<file path="config.mk">
export PLATFORM = sky130hd
export DESIGN_NAME = axi_to_bp_encoder
export DESIGN_NICKNAME = d
export VERILOG_FILES = /design/src/rtl/axi_to_bp_encoder.sv
export SDC_FILE = /design/constraint.sdc
export NUM_CORES = 1
export LEC_CHECK = 0
export CAP_MARGIN = 20
export CORE_AREA = 2 2 128 130
export CTS_BUF_LIST = sky130_fd_sc_hd__clkbuf_4 sky130_fd_sc_hd__clkbuf_8 sky130_fd_sc_hd__clkbuf_16
export DETAILED_ROUTE_END_ITERATION = 8
export DIE_AREA = 0 0 130 132
export MAX_ROUTING_LAYER = met4
export PLACE_DENSITY = 0.69
export SYNTH_ARGS = -nofsm -noshare
export SYNTH_HDL_FRONTEND = slang
export SYNTH_SLANG_ARGS = --single-unit
</file>
<file path="constraint.sdc">
create_clock -name clk_i -period 1.98 [get_ports clk_i]
set_input_delay 0.396 -clock clk_i [delete_from_list [all_inputs] [get_ports clk_i]]
set_output_delay 0.396 -clock clk_i [all_outputs]
set_load 0.1 [all_outputs]
</file>
<file path="src/rtl/axi_to_bp_encoder.sv">
// Host command word stream to BedRock UCE mem command/response bridge.
// Optional macro AXI_TO_BP_WRITE_ACK_EN: writes return a zero reply word after the response.
package axi_to_bp_encoder_pkg;
  typedef enum logic [0:0] {
    e_bp_default_cfg = 1'b0
  } bp_params_e;

  typedef enum logic [3:0] {
    e_bedrock_mem_rd    = 4'd0,
    e_bedrock_mem_wr    = 4'd1,
    e_bedrock_mem_uc_rd = 4'd2,
    e_bedrock_mem_uc_wr = 4'd3
  } bp_bedrock_mem_type_e;

  typedef enum logic [2:0] {
    e_bedrock_msg_size_1 = 3'd0,
    e_bedrock_msg_size_2 = 3'd1,
    e_bedrock_msg_size_4 = 3'd2,
    e_bedrock_msg_size_8 = 3'd3
  } bp_bedrock_msg_size_e;

  function automatic int paddr_width(bp_params_e cfg);
    case (cfg)
      e_bp_default_cfg: return 40;
      default:          return 40;
    endcase
  endfunction

  function automatic int data_width(bp_params_e cfg);
    case (cfg)
      e_bp_default_cfg: return 64;
      default:          return 64;
    endcase
  endfunction

  function automatic int payload_width(bp_params_e cfg);
    case (cfg)
      e_bp_default_cfg: return 16;
      default:          return 16;
    endcase
  endfunction
endpackage

// state  | meaning
// E_HDR  | waiting for header word
// E_DATA | waiting for write data word
// E_CMD  | presenting BedRock command
// E_RESP | waiting for BedRock response
// E_OUT  | presenting reply word to host
module axi_to_bp_encoder
  import axi_to_bp_encoder_pkg::*;
#(
  parameter bp_params_e bp_params_p = e_bp_default_cfg,
  localparam int paddr_width_p = paddr_width(bp_params_p),
  localparam int payload_width_lp = payload_width(bp_params_p),
  localparam int uce_mem_data_width_lp = data_width(bp_params_p),
  localparam int uce_mem_hdr_width_lp = 4 + paddr_width_p + 3 + payload_width_lp,
  localparam int uce_mem_msg_width_lp = uce_mem_hdr_width_lp + uce_mem_data_width_lp
) (
  input  logic                            clk_i,
  input  logic                            reset_i,
  input  logic [31:0]                     data_i,
  input  logic                            v_i,
  output logic                            ready_and_o,
  output logic [uce_mem_msg_width_lp-1:0] io_cmd_o,
  output logic                            io_cmd_v_o,
  input  logic                            io_cmd_ready_and_i,
  input  logic [uce_mem_msg_width_lp-1:0] io_resp_i,
  input  logic                            io_resp_v_i,
  output logic                            io_resp_yumi_o,
  output logic [31:0]                     data_o,
  output logic                            v_o,
  input  logic                            ready_i
);
  localparam int rep_lp = uce_mem_data_width_lp / 32;

  typedef enum logic [2:0] {E_HDR, E_DATA, E_CMD, E_RESP, E_OUT} state_e;

  state_e      state_r;
  logic        rdy_r, cmd_v_r, v_r, wr_r;
  logic [1:0]  size_r;
  logic [27:0] addr_r;
  logic [31:0] wdata_r, data_r;

  logic [31:0] resp_data, resp_masked, wword;
  bp_bedrock_mem_type_e cmd_type;
  bp_bedrock_msg_size_e cmd_size;
  logic [uce_mem_data_width_lp-1:0] cmd_data;
  logic unused_bits;

  assign resp_data = io_resp_i[uce_mem_hdr_width_lp +: 32];
  assign unused_bits = ^{data_i[30], io_resp_i[uce_mem_hdr_width_lp-1:0],
                         io_resp_i[uce_mem_msg_width_lp-1:uce_mem_hdr_width_lp+32]};

  always_comb begin
    resp_masked = resp_data;
    wword = wdata_r;
    cmd_size = e_bedrock_msg_size_4;
    case (size_r)
      2'd0: begin
        resp_masked = {24'b0, resp_data[7:0]};
        wword = {4{wdata_r[7:0]}};
        cmd_size = e_bedrock_msg_size_1;
      end
      2'd1: begin
        resp_masked = {16'b0, resp_data[15:0]};
        wword = {2{wdata_r[15:0]}};
        cmd_size = e_bedrock_msg_size_2;
      end
      default: ;
    endcase
  end

  // Sub-word writes replicate the active bytes so every lane carries the data.
  assign cmd_type = wr_r ? e_bedrock_mem_uc_wr : e_bedrock_mem_uc_rd;
  assign cmd_data = wr_r ? {rep_lp{wword}} : '0;
  assign io_cmd_o = {cmd_data, {payload_width_lp{1'b0}}, cmd_size,
                     {{(paddr_width_p-28){1'b0}}, addr_r}, cmd_type};

  assign ready_and_o    = rdy_r;
  assign io_cmd_v_o     = cmd_v_r;
  assign v_o            = v_r;
  assign data_o         = data_r;
  assign io_resp_yumi_o = (state_r == E_RESP) && io_resp_v_i;

  always_ff @(posedge clk_i) begin
    if (!reset_i) begin
      state_r <= E_HDR;
      rdy_r   <= 1'b0;
      cmd_v_r <= 1'b0;
      v_r     <= 1'b0;
      wr_r    <= 1'b0;
      size_r  <= 2'b0;
      addr_r  <= 28'b0;
      wdata_r <= 32'b0;
      data_r  <= 32'b0;
    end else begin
      case (state_r)
        E_HDR: begin
          rdy_r <= 1'b1;
          if (v_i && rdy_r) begin
            wr_r   <= data_i[31];
            size_r <= data_i[29:28];
            addr_r <= data_i[27:0];
            if (data_i[31]) begin
              state_r <= E_DATA;
            end else begin
              state_r <= E_CMD;
              rdy_r   <= 1'b0;
              cmd_v_r <= 1'b1;
            end
          end
        end
        E_DATA: begin
          if (v_i && rdy_r) begin
            wdata_r <= data_i;
            state_r <= E_CMD;
            rdy_r   <= 1'b0;
            cmd_v_r <= 1'b1;
          end
        end
        E_CMD: begin
          if (io_cmd_ready_and_i) begin
            cmd_v_r <= 1'b0;
            state_r <= E_RESP;
          end
        end
        E_RESP: begin
          if (io_resp_v_i) begin
`ifdef AXI_TO_BP_WRITE_ACK_EN
            state_r <= E_OUT;
            v_r     <= 1'b1;
            data_r  <= wr_r ? 32'h0 : resp_masked;
`else
            if (wr_r) begin
              state_r <= E_HDR;
              rdy_r   <= 1'b1;
            end else begin
              state_r <= E_OUT;
              v_r     <= 1'b1;
              data_r  <= resp_masked;
            end
`endif
          end
        end
        E_OUT: begin
          if (ready_i) begin
            v_r     <= 1'b0;
            state_r <= E_HDR;
            rdy_r   <= 1'b1;
          end
        end
        default: state_r <= E_HDR;
      endcase
    end
  end
endmodule
</file>
Word-level counts from Yosys, hierarchy flattened
Index checks and enable logic that the tools add are counted.
Widths: inputs -> output; s select.
{ "word_totals": {"reg_bits": 101, "in_bits": 165, "output_inout_bits": 163, "wordCells": 66} }
{ "classes": {"eq_ne": 13, "mux": 29, "bitwise": 1, "n_reduce_logical": 14} }
{ "ops": {"columns": ["op", "n"], "rows": [
  ["$pmux 32 s2", 2],
  ["$mux 64", 1],
  ["$mux 3", 6],
  ["$ne 2x2->1 const B", 8],
  ["$pmux 3 s5", 1],
  ["$reduce_and 5->1", 3],
  ["$mux 1", 14],
  ["$eq 3x2->1 const B", 2],
  ["$pmux 1 s4", 1],
  ["$pmux 2 s2", 1],
  ["$reduce_and 2->1", 2],
  ["$reduce_and 4->1", 1],
  ["$reduce_bool 4->1", 1],
  ["$eq 3x1->1 const B", 1],
  ["$eq 3x3->1 const B", 1],
  ["$logic_not 3->1", 1],
  ["$pmux 1 s3", 1],
  ["$reduce_and 3->1", 1],
  ["$reduce_bool 3->1", 1],
  ["$eq 2x1->1 const B", 1],
  ["$logic_and 1x1->1", 2],
  ["$logic_not 2->1", 1],
  ["$mux 2", 1],
  ["$pmux 1 s2", 1],
  ["other kinds (2)", 2]
]} }

Logic depth before layout (Yosys ltp)
{ "depth": {"depth_word": 3, "ltp_mapped": 7, "depth_no_buf": 4} }

Worst setup path before layout
Ideal clock, no wire load.
{ "synth_timing": {"path_kind": "flip-flop to output port", "from": "register size_r[1]", "to": "output port io_cmd_o[103]", "arrival_ps": 3854, "required_time_ps": 1584, "path_slack_ps": -2270, "stages_incl_launch_ff": 8, "n_path_buf": 4, "cell_sequence": "dfxtp_1 -> buf_2 -> or2_2 -> clkbuf_1 -> buf_2 -> nand2_1 -> a21boi_0 -> buf_4"} }
{ "synth_via": {"elab_chain_cells": 3, "elab_cells_between_ends": 4, "cone_classes": "1 x eq/ne; 2 x mux; 1 x reduce/logical"} }
{ "synth_lines": {"columns": ["item", "line", "rtl"], "rows": [
  ["start: declaration", "81", "logic [1:0] size_r;"],
  ["start signal: assignment", "143", "size_r <= data_i[29:28];"],
  ["$eq 2x1->1 / $logic_not 2->1 (equally long branches)", "99", "case (size_r)"],
  ["$pmux 32 s2 (*)", "99", null],
  ["$mux 64 (*)", "116", "assign cmd_data = wr_r ? {rep_lp{wword}} : '0;"],
  ["end: declaration", "65", "output logic [uce_mem_msg_width_lp-1:0] io_cmd_o,"]
]} }
Every way passes the cells marked *; elsewhere a longest branch is shown, timed or not.

Final worst setup path
{ "layout_timing": {"from": "register size_r[0]", "to": "output port io_cmd_o[78]"} }
The elaborated chain is that of the path after synthesis.

==> run_results.csv <==
group,metric,value,unit
synth,netlist_instances,625,
power,vdd_drop_max,0.472,mV
outcome,status,"complete, no violations",
cts,clock_path_buffers,2,
power,power.density,691,nW/um^2
drt,wl_per_cell,14.5,um
timing,setup_viol,0,
global_route,grt_max_degree,102,
power,p_int,3.59,mW
cells_and_area,final_util,51.8,%
cts,clkLatencyLatePin,0.35,ns
synth,yosys_register_bits,101,
cells_and_area,final_cell_mix,"nand2_1, dfxtp_1, buf_12",
power,p_comb_share,28.4,%
power,p_sw_share,36.1,%
drt,vias,4540,
worst_setup_path,cp.required,1.58,ns
drt,drt_iter0_drc,225,
worst_setup_path,crit_fanout,8,
cts,cts-buffers-inserted,9,
floorplanning,coreArea,15700,um^2
timing,skew,0.00993,ns
floorplanning,die_h,132,um
global_route,globalRouteOverflowTotal,0,
cts,clockRootBuffer,"clkbuf_16",
global_route,grt_first_pass_wirelength,22400,um
synth,netlist_area,5070,um^2
place,place_hpwl,10700,um
cts,cts_tree,"built",
synth,synth_cell_types,42,
worst_setup_path,worstPathArrival,1.58,ns
drt,wl,14500,um
drt,vias_per_cell,4.55,
run,maxCapViolCount,0,
timing,fmax,505,MHz
power,total_power,5.62,mW
cells_and_area,drive_gt1_share,30.7,%
cells_and_area,seq_area,2040,um^2
power,sequentialPowerShare,39.0,%
cts,clock_sinks,101,
global_route,antenna_found_initial,0,
floorplanning,dieArea,17200,um^2
timing,final_hold_viol_count,0,
floorplanning,ios,328,
synth,yosysSeqAreaShare,39.9,%
hold_path,hp-class,"flop to flop",
synth,synthArstFlopShare,0,%
drt,drtAntennaViolNets,0,
power,total_leakage_power,3.07,nW
cells_and_area,fill_cells,1459,
power,power_switching,2.03,mW
synth,synth_edf_count,0,
synth,syn_area_per_cell,8.11,um^2
cells_and_area,antenna_cells,0,
drt,drtPass1Iterations,4,
power,p_clk_share,32.6,%
floorplanning,fp.dieW,130,um
worst_setup_path,worstSetupEndpointType,"output pin",
cts,htree_levels,3,
cells_and_area,final_common_cell,"nand2_1",
synth,ys_warn_count,0,
cells_and_area,multiInputGateArea,2680,um^2
cts,postCtsHoldBufs,0,
floorplanning,rows,46,
cells_and_area,area_delta_synth_final,60.5,%
cts,clk_pin_slew,0.07,ns
floorplanning,initial_core_util,32.3,%
timing,period_share,100,%
worst_setup_path,worstSetupStartpointType,"flop",
global_route,grt_pass1_vias,4194,
place,gp_congestion,0.820,
worst_setup_path,path_class,"flop to output pin",
synth,ys.flop_type,"dfxtp_1",
cells_and_area,nets,942,
global_route,grt.total_usage,16.9,%
timing,final_max_slew_viol_count,0,
timing,fin_crit,1.98,ns
place,port-buffer-count,200,
drt,drc,0,
timing,rsz0062_at_grt,"true",
[state kept, by name, indices dropped and copies added, names as in the netlist]
| signal | count |
|---|---|
| addr_r | 28 |
| data_o | 32 |
| io_cmd_v_o | 1 |
| ready_and_o | 1 |
| size_r | 2 |
| state_r | 3 |
| v_o | 1 |
| wdata_r | 32 |
| wr_r | 1 |
[Yosys cell counts (2+ instances only)]
| cell | instances | area share [%] |
|---|---|---|
| a21oi_1 | 2 | 0.20 |
| nor2b_1 | 10 | 1.2 |
| or3_1 | 2 | 0.25 |
| nor2_1 | 6 | 0.44 |
| o21ai_0 | 8 | 0.79 |
| a21boi_1 | 65 | 9.6 |
| dfxtp_1 | 101 | 40 |
| buf_6 | 11 | 2.4 |
| a21boi_0 | 39 | 5.8 |
| nor4_4 | 2 | 0.84 |
| buf_2 | 18 | 1.8 |
| mux2i_1 | 16 | 3.2 |
| nand2_1 | 195 | 14 |
| clkbuf_1 | 17 | 1.3 |
| nand3_1 | 25 | 2.5 |
| buf_4 | 66 | 9.8 |
| and2_1 | 16 | 2.0 |
| conb_1 | 2 | 0.15 |
[kinds of logic after synthesis]
| family | share of synthesized area (%) |
|---|---|
| and+or+nand+nor | 23.3 |
| DFF | 39.9 |
| AOI/OAI and AO/OA | 18.1 |
| other | 0.148 |
| buffers and inverters | 15.4 |
| muxes | 3.16 |
[power groups by stage]
stage,combinational [mW],sequential (mW),clock [mW]
after global routing,1.67,2.20,1.97
after global placement,1.53,2.23,0
after floorplan,0.818,2.62,0
after detailed placement,1.53,2.23,0
after CTS,1.58,2.19,1.89
final,1.60,2.19,1.83
[worst paths after layout]
kind         slack, ns      endpoint  startpoint  cells after the start
min reg2reg       0.45     data_o[8]   data_o[8]                      2
max            0.00008  io_cmd_o[78]   size_r[0]                      6
min               0.45     data_o[8]   data_o[8]                      2
max reg2reg       0.38   wdata_r[17]  state_r[2]                      6
[layout make-up]
type / count / share of cell area, %
Inverter: 2 / 0.0923
Clock buffer: 9 / 2.77
Clock inverter: 7 / 1.00
Tap cell: 216 / 3.32
Multi-Input combinational cell: 440 / 33.0
Sequential cell: 101 / 25.0
Timing Repair Buffer: 223 / 34.8
[worst max-delay path, stage by stage, from the launching register on]
cell	delay, ns
dfxtp_4	0.36
buf_8	0.14
nor2_4	0.10
buf_12	0.14
nand2_4	0.06
a21boi_4	0.23
buf_12	0.21
[routing by layer]
layer	vias to the layer above	track usage (%)	routed length (um)
li1	2252	-	-
met1	2115	21.7	6380
met2	151	25.9	6770
met3	22	3.61	930
met4	0	6.87	401
met5	-	-	0
[through the flow]
step / setup slack (ns) / hold WS [ns] / TNS (ns) / cell area [um^2] / instances
2_1_floorplan: -0.198 / 0.435 / -1.73 / 5640 / 655
3_3_place_gp: 0.0538 / 0.438 / 0 / 7660 / 976
3_5_place_dp: 0.00565 / 0.444 / 0 / 7660 / 976
4_1_cts: -0.0238 / 0.455 / -0.330 / 8070 / 996
5_1_grt: -0.0806 / 0.470 / -1.05 / 8130 / 998
6_report: 0.0000815 / 0.452 / 0 / 8130 / 998
[timing repair]
item,4_1_cts,5_1_grt
pin swaps,10,4
gates resized for setup,17,20
setup endpoints to repair,38,47
cloned,0,0
buffers inserted,4,2
Note: power is estimated with default switching activity, not from simulation.
